==> src/rtl/mem_arb_pkg.sv <==
// rtl/mem_arb_pkg.sv - shared types and op encodings for the memory arbiter
package mem_arb_pkg;

  typedef enum logic [1:0] {
    IDLE,
    I_ACC,
    D_ACC,
    RESP
  } arb_state_t;

  typedef enum logic {
    GRANT_I,
    GRANT_D
  } grant_t;

  localparam logic OP_READ  = 1'b0;
  localparam logic OP_WRITE = 1'b1;

endpackage

==> src/rtl/mem_arbiter_if.sv <==
// rtl/mem_arbiter_if.sv - core-side and RAM-side signal bundle of the memory arbiter
interface mem_arbiter_if #(
  parameter int ADDR_W = 32,
  parameter int DATA_W = 32
) ();

  // fetch port
  logic              i_req;
  logic [ADDR_W-1:0] i_addr;
  logic [DATA_W-1:0] i_rdata;
  logic              i_ready;
  // data port
  logic              d_ren;
  logic              d_wen;
  logic [ADDR_W-1:0] d_addr;
  logic [DATA_W-1:0] d_wdata;
  logic [DATA_W-1:0] d_rdata;
  logic              d_ready;
  // RAM side
  logic [ADDR_W-1:0] ram_addr;
  logic [DATA_W-1:0] ram_wdata;
  logic              ram_ren;
  logic              ram_wen;
  logic [DATA_W-1:0] ram_rdata;
  logic              ram_busy;
  logic              err;

  // core + RAM environment drives requests and RAM responses
  modport master (
    output i_req, i_addr, d_ren, d_wen, d_addr, d_wdata, ram_rdata, ram_busy,
    input  i_rdata, i_ready, d_rdata, d_ready, ram_addr, ram_wdata, ram_ren, ram_wen, err
  );

  // the arbiter itself
  modport slave (
    input  i_req, i_addr, d_ren, d_wen, d_addr, d_wdata, ram_rdata, ram_busy,
    output i_rdata, i_ready, d_rdata, d_ready, ram_addr, ram_wdata, ram_ren, ram_wen, err
  );

endinterface

==> src/rtl/mem_arb_watchdog.sv <==
// rtl/mem_arb_watchdog.sv - saturating count of consecutive RAM stall cycles
module mem_arb_watchdog #(
  parameter int TIMEOUT = 255
) (
  input  logic clk,
  input  logic rst,
  input  logic clear,
  input  logic stall,
  output logic expired
);

  localparam int CW = $clog2(TIMEOUT + 1);

  logic [CW-1:0] r_cnt;
  logic [CW-1:0] w_cnt_inc;

  // expiry is flagged in the stall cycle that brings the count to TIMEOUT,
  // so the strobe is held for exactly TIMEOUT stalled cycles
  assign w_cnt_inc = (r_cnt == CW'(TIMEOUT)) ? r_cnt : r_cnt + 1'b1;
  assign expired   = stall && (w_cnt_inc == CW'(TIMEOUT));

  // count consecutive stalls; any non-stall cycle or new grant restarts the count
  always_ff @(posedge clk) begin
    if (rst || clear) begin
      r_cnt <= '0;
    end else if (stall) begin
      r_cnt <= w_cnt_inc;
    end else begin
      r_cnt <= '0;
    end
  end

endmodule

==> src/rtl/mem_arbiter.sv <==
// rtl/mem_arbiter.sv - round-robin fetch/data arbiter in front of a single-ported RAM
module mem_arbiter
  import mem_arb_pkg::*;
#(
  parameter int ADDR_W  = 32,
  parameter int DATA_W  = 32,
  parameter int TIMEOUT = 255
) (
  input logic          clk,
  input logic          rst,
  mem_arbiter_if.slave bus
);

  arb_state_t        r_state;
  grant_t            r_last_grant;
  grant_t            r_grant;
  logic              r_op;
  logic              r_conflict;
  logic [ADDR_W-1:0] r_ram_addr;
  logic [DATA_W-1:0] r_ram_wdata;
  logic              r_ram_ren;
  logic              r_ram_wen;
  logic [DATA_W-1:0] r_i_rdata;
  logic [DATA_W-1:0] r_d_rdata;
  logic              r_i_ready;
  logic              r_d_ready;
  logic              r_err;

  logic w_d_pend;
  logic w_idle;
  logic w_grant_i;
  logic w_grant_d;
  logic w_in_acc;
  logic w_stall;
  logic w_expired;

  // requests only count while idle; on a tie the port not served last wins
  assign w_d_pend  = bus.d_ren | bus.d_wen;
  assign w_idle    = (r_state == IDLE);
  assign w_grant_i = w_idle && bus.i_req && (!w_d_pend || (r_last_grant == GRANT_D));
  assign w_grant_d = w_idle && w_d_pend && !w_grant_i;
  assign w_in_acc  = (r_state == I_ACC) || (r_state == D_ACC);
  assign w_stall   = w_in_acc && bus.ram_busy;

  mem_arb_watchdog #(
    .TIMEOUT (TIMEOUT)
  ) u_watchdog (
    .clk     (clk),
    .rst     (rst),
    .clear   (w_grant_i | w_grant_d),
    .stall   (w_stall),
    .expired (w_expired)
  );

  // arbitration FSM; strobes, address and responses are all registered here
  always_ff @(posedge clk) begin
    if (rst) begin
      r_state      <= IDLE;
      r_last_grant <= GRANT_D;
      r_grant      <= GRANT_I;
      r_op         <= OP_READ;
      r_conflict   <= 1'b0;
      r_ram_addr   <= '0;
      r_ram_wdata  <= '0;
      r_ram_ren    <= 1'b0;
      r_ram_wen    <= 1'b0;
      r_i_rdata    <= '0;
      r_d_rdata    <= '0;
      r_i_ready    <= 1'b0;
      r_d_ready    <= 1'b0;
      r_err        <= 1'b0;
    end else begin
      r_i_ready <= 1'b0;
      r_d_ready <= 1'b0;
      r_err     <= 1'b0;
      case (r_state)
        IDLE: begin
          if (w_grant_i) begin
            r_grant    <= GRANT_I;
            r_op       <= OP_READ;
            r_conflict <= 1'b0;
            r_ram_addr <= bus.i_addr;
            r_ram_ren  <= 1'b1;
            r_ram_wen  <= 1'b0;
            r_state    <= I_ACC;
          end else if (w_grant_d) begin
            // a simultaneous read+write request is carried out as a write
            r_grant     <= GRANT_D;
            r_op        <= bus.d_wen ? OP_WRITE : OP_READ;
            r_conflict  <= bus.d_ren & bus.d_wen;
            r_ram_addr  <= bus.d_addr;
            r_ram_wdata <= bus.d_wdata;
            r_ram_ren   <= ~bus.d_wen;
            r_ram_wen   <= bus.d_wen;
            r_state     <= D_ACC;
          end
        end
        I_ACC, D_ACC: begin
          if (!bus.ram_busy) begin
            r_ram_ren <= 1'b0;
            r_ram_wen <= 1'b0;
            r_state   <= RESP;
            if (r_state == I_ACC) begin
              r_i_rdata <= bus.ram_rdata;
              r_i_ready <= 1'b1;
            end else begin
              r_d_rdata <= (r_op == OP_READ) ? bus.ram_rdata : '0;
              r_d_ready <= 1'b1;
              r_err     <= r_conflict;
            end
          end else if (w_expired) begin
            // abort: the requester still gets its ready, with zero data and err
            r_ram_ren <= 1'b0;
            r_ram_wen <= 1'b0;
            r_err     <= 1'b1;
            r_state   <= RESP;
            if (r_state == I_ACC) begin
              r_i_rdata <= '0;
              r_i_ready <= 1'b1;
            end else begin
              r_d_rdata <= '0;
              r_d_ready <= 1'b1;
            end
          end
        end
        RESP: begin
          r_last_grant <= r_grant;
          r_state      <= IDLE;
        end
        default: r_state <= IDLE;
      endcase
    end
  end

  assign bus.ram_addr  = r_ram_addr;
  assign bus.ram_wdata = r_ram_wdata;
  assign bus.ram_ren   = r_ram_ren;
  assign bus.ram_wen   = r_ram_wen;
  assign bus.i_rdata   = r_i_rdata;
  assign bus.i_ready   = r_i_ready;
  assign bus.d_rdata   = r_d_rdata;
  assign bus.d_ready   = r_d_ready;
  assign bus.err       = r_err;

endmodule

==> src/flat_wrapper.sv <==
// flat-port wrapper written by rule: the top's interface ports become plain ports
module mem_arbiter_flat import mem_arb_pkg::*;
#(
  parameter int ADDR_W  = 32,
  parameter int DATA_W  = 32,
  parameter int TIMEOUT = 255
)
  (clk, rst, bus_i_req, bus_i_addr, bus_d_ren, bus_d_wen, bus_d_addr, bus_d_wdata, bus_ram_rdata, bus_ram_busy, bus_i_rdata, bus_i_ready, bus_d_rdata, bus_d_ready, bus_ram_addr, bus_ram_wdata, bus_ram_ren, bus_ram_wen, bus_err);
  mem_arbiter_if #(.ADDR_W(ADDR_W), .DATA_W(DATA_W)) bus_i ();
  input logic clk;
  input logic rst;
  input wire logic [$bits(bus_i.i_req)-1:0] bus_i_req;
  input wire logic [$bits(bus_i.i_addr)-1:0] bus_i_addr;
  input wire logic [$bits(bus_i.d_ren)-1:0] bus_d_ren;
  input wire logic [$bits(bus_i.d_wen)-1:0] bus_d_wen;
  input wire logic [$bits(bus_i.d_addr)-1:0] bus_d_addr;
  input wire logic [$bits(bus_i.d_wdata)-1:0] bus_d_wdata;
  input wire logic [$bits(bus_i.ram_rdata)-1:0] bus_ram_rdata;
  input wire logic [$bits(bus_i.ram_busy)-1:0] bus_ram_busy;
  output wire logic [$bits(bus_i.i_rdata)-1:0] bus_i_rdata;
  output wire logic [$bits(bus_i.i_ready)-1:0] bus_i_ready;
  output wire logic [$bits(bus_i.d_rdata)-1:0] bus_d_rdata;
  output wire logic [$bits(bus_i.d_ready)-1:0] bus_d_ready;
  output wire logic [$bits(bus_i.ram_addr)-1:0] bus_ram_addr;
  output wire logic [$bits(bus_i.ram_wdata)-1:0] bus_ram_wdata;
  output wire logic [$bits(bus_i.ram_ren)-1:0] bus_ram_ren;
  output wire logic [$bits(bus_i.ram_wen)-1:0] bus_ram_wen;
  output wire logic [$bits(bus_i.err)-1:0] bus_err;
  assign bus_i.i_req = bus_i_req;
  assign bus_i.i_addr = bus_i_addr;
  assign bus_i.d_ren = bus_d_ren;
  assign bus_i.d_wen = bus_d_wen;
  assign bus_i.d_addr = bus_d_addr;
  assign bus_i.d_wdata = bus_d_wdata;
  assign bus_i.ram_rdata = bus_ram_rdata;
  assign bus_i.ram_busy = bus_ram_busy;
  assign bus_i_rdata = bus_i.i_rdata;
  assign bus_i_ready = bus_i.i_ready;
  assign bus_d_rdata = bus_i.d_rdata;
  assign bus_d_ready = bus_i.d_ready;
  assign bus_ram_addr = bus_i.ram_addr;
  assign bus_ram_wdata = bus_i.ram_wdata;
  assign bus_ram_ren = bus_i.ram_ren;
  assign bus_ram_wen = bus_i.ram_wen;
  assign bus_err = bus_i.err;
  mem_arbiter #(.ADDR_W(ADDR_W), .DATA_W(DATA_W), .TIMEOUT(TIMEOUT)) u_core (.clk(clk), .rst(rst), .bus(bus_i));
endmodule
==> config.mk <==
export PLATFORM = sky130hd
export DESIGN_NAME = mem_arbiter_flat
export DESIGN_NICKNAME = d
export VERILOG_FILES = /design/src/rtl/mem_arb_pkg.sv /design/src/rtl/mem_arbiter_if.sv /design/src/rtl/mem_arb_watchdog.sv /design/src/rtl/mem_arbiter.sv /design/src/flat_wrapper.sv
export SDC_FILE = /design/constraint.sdc
export NUM_CORES = 1
export LEC_CHECK = 0
export CORE_UTILIZATION = 48
export DETAILED_ROUTE_END_ITERATION = 8
export PLACE_DENSITY = 0.93
export SYNTH_ARGS = -nofsm -noshare
export SYNTH_HDL_FRONTEND = slang
export SYNTH_SLANG_ARGS = --single-unit
==> constraint.sdc <==
create_clock -name clk -period 3.4 [get_ports clk]
set_input_delay 0.51 -clock clk [delete_from_list [all_inputs] [get_ports clk]]
set_output_delay 0.51 -clock clk [all_outputs]
set_load 0.005 [all_outputs]
==> After elaboration in Yosys (flattened, before gate mapping) <==
Cells that the tools add are included.
{ "totals": {"ff_bits": 147} }
{ "classes": {"n_mux": 41, "n_addsub": 1, "n_reduce_logical": 24, "bitwise": 7, "eq_ne": 11} }
{ "op_table": {"columns": ["op", "n"], "rows": [
  ["two-way mux 32 bit", 11],
  ["two-way mux 1 bit", 22],
  ["== test 8 bit, second input constant", 2],
  ["adder 8 x 1 -> 8 bit, second input constant", 1],
  ["two-way mux 2 bit", 4],
  ["two-way mux 8 bit", 1],
  ["AND reduction 4 bit", 2],
  ["logical AND 1 bit", 6],
  ["inequality test 3 bit, second input constant", 2],
  ["one-hot mux 2 bit (3 select lines)", 1],
  ["AND reduction 3 bit", 2],
  ["nonzero test 2 bit", 3],
  ["OR reduction 2 bit", 3],
  ["== test 2 bit, second input constant", 2],
  ["inequality test 2 x 1 -> 1 bit, second input constant", 2],
  ["inequality test 2 bit, second input constant", 2],
  ["NOT 1 bit", 4],
  ["one-hot mux 1 bit (2 select lines)", 2],
  ["AND reduction 2 bit", 2],
  ["logical OR 1 bit", 3],
  ["== test 2 x 1 -> 1 bit, second input constant", 1],
  ["logical NOT 1 bit", 2],
  ["logical NOT 2 bit", 1],
  ["OR 1 bit", 2],
  ["bitwise AND 1 bit", 1]
]} }

==> Longest topological paths before layout <==
{ "logic_depth": {"word_depth": 9, "ltp_mapped": 9, "depth_no_buf": 7} }

==> Modules after synthesis <==
From an unflattened synthesis, not the netlist that was laid out.
{ "hier_totals": {"hier_cells": 801, "hier_area_um2": 6871.6} }
{ "by_module_without_submodules": {"columns": ["mod", "area_per_inst_um2", "instances", "cells_each"], "rows": [
  ["mem_arbiter", 6366.1, 1, 744],
  ["mem_arb_watchdog", 505.5, 1, 57]
]} }

==> Worst setup path after synthesis <==
OpenSTA, ideal clock, no wires.
{ "synth_path": {"path_kind": "reg2reg", "start": "register u_core.r_state[1]", "end": "register u_core.r_state[0]", "setup_time_ns": 0.121, "path_buffers": 1, "arrival_ns": 2.010, "stages_incl_launch_ff": 9, "path_slack_ns": 1.269, "path_cell_list": "dfxtp_1 inv_1 ha_1 clkbuf_1 nand2_1 a41oi_2 nand4_1 o21ai_1 mux2_2"} }
{ "synth_between": {"elab_chain_len": 7, "word_cells_on_any_way": 18} }
{ "synth_lines": {"columns": ["element", "line", "text"], "rows": [
  ["start, declared", "mem_arbiter.sv:14", "arb_state_t r_state;"],
  ["start signal, assigned", "mem_arbiter.sv:58", "r_state <= IDLE;"],
  ["start signal, assigned", "mem_arbiter.sv:85", "r_state <= I_ACC;"],
  ["start signal, assigned", "mem_arbiter.sv:95", "r_state <= D_ACC;"],
  ["logical NOT 2 bit", "mem_arbiter.sv:39, mem_arbiter.sv:76", null],
  ["logical AND 1 bit (2 in series)", "mem_arbiter.sv:40", "assign w_grant_i = w_idle && bus.i_req && (!w_d_pend || (r_last_grant == GRANT_D));"],
  ["logical NOT 1 bit", "mem_arbiter.sv:41", "assign w_grant_d = w_idle && w_d_pend && !w_grant_i;"],
  ["logical AND 1 bit", "mem_arbiter.sv:41", null],
  ["inequality test 3 bit (no line)", null, null],
  ["AND reduction 2 bit (no line)", null, null]
]} }
Parallel ways exist; a longest one is shown, timed or not.
A chain may end at the register's enable or synchronous reset.

==> Worst setup path in the final report <==
{ "layout_path": {"start": "register u_core.u_watchdog.r_cnt[0]", "end": "register u_core.r_i_rdata[9] (netlist: u_core.bus.i_rdata[9])"} }
{ "layout_between": {"elab_chain_len": 6, "word_cells_on_any_way": 8} }
{ "layout_lines": {"columns": ["element", "line", "text"], "rows": [
  ["start, declared", "mem_arb_watchdog.sv:14", "logic [CW-1:0] r_cnt;"],
  ["start signal, assigned", "mem_arb_watchdog.sv:27", "r_cnt <= w_cnt_inc;"],
  ["adder 8 x 1 -> 8 bit or == test 8 bit (tied branches)", "mem_arb_watchdog.sv:19", "assign w_cnt_inc = (r_cnt == CW'(TIMEOUT)) ? r_cnt : r_cnt + 1'b1;"],
  ["two-way mux 8 bit (*)", "mem_arb_watchdog.sv:19", null],
  ["== test 8 bit (*)", "mem_arb_watchdog.sv:20", "assign expired = stall && (w_cnt_inc == CW'(TIMEOUT));"],
  ["logical AND 1 bit (*)", "mem_arb_watchdog.sv:20", null],
  ["inequality test 2 x 1 -> 1 bit (no line)", null, null],
  ["AND reduction 4 bit (no line) (*)", null, null],
  ["end signal, assigned", "mem_arbiter.sv:104", "r_i_rdata <= bus.ram_rdata;"],
  ["end, declared", "mem_arbiter.sv:23", "logic [DATA_W-1:0] r_i_rdata;"]
]} }
Every way passes the cells marked *; elsewhere a longest branch is shown, timed or not.

==> impl_metrics.yaml <==
status:
  status: "completed"
cts:
  ctsLongestPathBuffers: 2
  holdBufCountCts: 0
  postCtsSetupBuffers: 0
  cts_resized: 0
  root_buffer: "clkbuf_16"
  numClockSinks: 147
  cts_tree: "built"
  worstSkewPairLatency_ps: 430
  h-tree-depth: 4
  cts_buffers: 17
  clk_pin_slew_worst_paths_ps: 60
global_route:
  track_usage_pct: 31.2
  grt_max_degree: 122
  grt_remaining_overflow: 0
  grt_antenna_before_repair: 0
  grt_pass1_vias: 7320
  grt_pass1_wl_um: 36400
floorplanning:
  dieArea_sq_um: 15100
  core_sq_um: 14000
  die_x_um: 123
  rows: 43
  num_io_pins: 267
  start_util_pct: 49.8
  die-height_um: 123
logic_synthesis:
  synthArstFlopShare_pct: 0
  yosys_most_used_dff: "dfxtp_1"
  yosysWarningCount: 0
  synth-edff-count: 0
  ys_seq_area_share_pct: 42.1
  ys_seq_elements: 147
  synth_nets: 987
  synthCells: 847
  synthesis.area_sq_um: 6990
  postSynthAreaPerCell_sq_um: 8.26
  synth.distinct_cells: 47
critical_path:
  end_kind: "flop"
  crit_fanout: 32
  critPathKind: "flop to flop"
  critical_path.max_stage_delay_ps: 920
  cp.required_ps: 3740
  reg2reg_depth: 6
  critPathSlowestCell: "a21oi_4"
  reg2reg_from: "u_core.u_watchdog.r_cnt[0]"
  r2r-end: "u_core.bus.i_rdata[9]"
  critPathArrivalTime_ps: 3190
  startpoint_type: "flop"
  ff2ff_setup_slack_ps: 550
  crit_chain: "ha_1 -> and4_1 -> a41oi_2 -> a21oi_4 -> o31ai_1 -> a21oi_1"
final_layout:
  syn2layout_area_growth_pct: 48.2
  ff_latch_area_sq_um: 2940
  drive_gt1_share_pct: 7.02
  final_common_cell: "clkdlybuf4s50_1"
  fin_nets: 1210
  finalCoreUtilization_pct: 73.8
  num-fill-cells: 977
  antenna_cells: 0
  multi_input_area_sq_um: 3700
  layout_common_cells: "clkdlybuf4s50_1 (265), nand2_1 (175), dfxtp_1 (147), a21oi_1 (101), nor2_1 (46)"
timing:
  whs_ps: 456
  max_slew_margin_pct: 23.3
  finalMaxSlewViolations: 0
  max_freq_ghz: 0.350
  tns_ps: 0
  hold_violations: 0
  setup_ws_ps: 545
  tightest_slew_ps: 1150
  clock_skew_ps: 13.5
  min_period_over_period_pct: 84.0
  period_needed_ps: 2850
  finalSetupViolCount: 0
  rsz0062_at_grt: "no"
power_and_ir_drop:
  seqPwrFrac_pct: 34.9
  net-switching-power_uw: 2220
  power.leakage_uw: 0.00389
  switching_share_pct: 31.4
  share_comb_of_total_power_pct: 35.6
  intPower_uw: 4850
  vdd_drop_max_mv: 0.478
  pwr_density_cell_nw_per_um2: 682
  clkPwrFrac_pct: 29.5
placement:
  place_ws_ps: 541
  hpwl_um: 15500
  place.gp.congestion: 0.843
  port_buffers: 266
min_path:
  holdPathStages: 2
  hold_start: "u_core.r_grant"
  holdPathEnd: "u_core.r_grant"
  hold_path_class: "flop to flop"
detailed_routing:
  routed_wl_um: 23100
  vias: 7438
  viasPerCell: 5.89
  initialDrtViolationCount: 892
  drc: 0
  ant_nets: 0
  dr.pass1.iters: 6
  wire_per_inst_um: 18.3
flow_run:
  max_cap_viol_count: 0
## flip-flops by register name, summed over array words and instances (netlist names)
register / count
u_core.bus.i_ready: 1
u_core.bus.ram_addr: 32
u_core.r_conflict: 1
u_core.bus.ram_ren: 1
u_core.bus.d_ready: 1
u_core.r_op: 1
u_core.bus.i_rdata: 32
u_core.r_last_grant: 1
u_core.r_grant: 1
u_core.bus.ram_wdata: 32
u_core.bus.ram_wen: 1
u_core.u_watchdog.r_cnt: 8
u_core.bus.err: 1
u_core.bus.d_rdata: 32
u_core.r_state: 2
## stage by stage
stage               std cells  area [sq um]  total power [uW]
detailed placement       1231          9720              4970
floorplan                 847          6990              3630
global placement         1231          9720              4900
finish                   1263         10400              7070
CTS                      1263         10400              7080
global route             1263         10400              7430
## routing by layer
metal / global-route usage [%] / vias up / wire, um
met5: 0 / - / 0
met3: 9.25 / 65 / 2050
li1: - / 3470 / -
met4: 14.9 / 0 / 706
met2: 53.2 / 416 / 11500
met1: 35.4 / 3487 / 8840
## power by group through the flow
stage	clock network, uW	logic, uW	registers [uW]
global route	2180	2730	2510
CTS	2100	2520	2460
detailed placement	0	2490	2480
floorplan	0	1170	2470
global placement	0	2430	2460
finish	2090	2520	2470
## critical path: cells and delay by family, from the launching register on
family | cells | cell delay [ps]
AOI/OAI and AO/OA | 4 | 1560
adders and majority gates | 1 | 290
DFF | 1 | 440
and+or+nand+nor | 1 | 450
## synth_stat cells, types with 3 or more instances
library cell / n / area share [%]
nor3b_1: 33 / 3.5
mux2i_1: 34 / 4.9
nand2b_1: 4 / 0.36
buf_6: 5 / 0.80
inv_1: 4 / 0.21
ha_1: 6 / 1.1
nor3_1: 34 / 2.4
nand3b_1: 33 / 3.5
nand3_1: 4 / 0.29
o31ai_1: 23 / 2.5
a211oi_1: 32 / 3.4
buf_1: 6 / 0.32
and3_1: 5 / 0.45
a21o_1: 3 / 0.32
o21ai_0: 4 / 0.29
a21oi_1: 102 / 7.3
a41oi_1: 32 / 4.0
clkbuf_1: 58 / 3.1
nand4_1: 3 / 0.27
nand2_1: 175 / 9.4
o211ai_1: 3 / 0.32
buf_2: 12 / 0.86
o31ai_2: 10 / 1.8
dfxtp_1: 147 / 42
nor2_1: 47 / 2.5
## worst max-delay path by stage
stage,slack (ps),endpoint,cells past startpoint,from
after floorplan,1270,u_core.r_state[0],8,u_core.r_state[1]
after global placement,650,u_core.bus.i_rdata[13],6,bus_ram_busy
after detailed placement,540,u_core.bus.i_rdata[3],6,bus_ram_busy
after CTS,620,u_core.bus.i_rdata[9],6,u_core.u_watchdog.r_cnt[0]
after global routing,430,u_core.bus.i_rdata[9],6,u_core.u_watchdog.r_cnt[0]
final,550,u_core.bus.i_rdata[9],6,u_core.u_watchdog.r_cnt[0]
## cell families after synthesis
family | after synthesis | synth area share, %
flops | 147 | 42.1
fa+ha+maj | 6 | 1.07
xor+xnor | 2 | 0.250
mux | 37 | 5.51
simple gates | 344 | 23.6
buf+inv | 88 | 5.56
compound gates | 223 | 22.0
## final cells by class
type,count,share of cell area (%)
well taps,180,2.17
inverters,4,0.145
flip-flops and latches,147,28.4
multi-input cells,612,35.7
clock inverters,14,2.00
clock buffers,18,4.24
repair buffers,288,27.4
No activity file was read; power rests on OpenSTA's default activity.
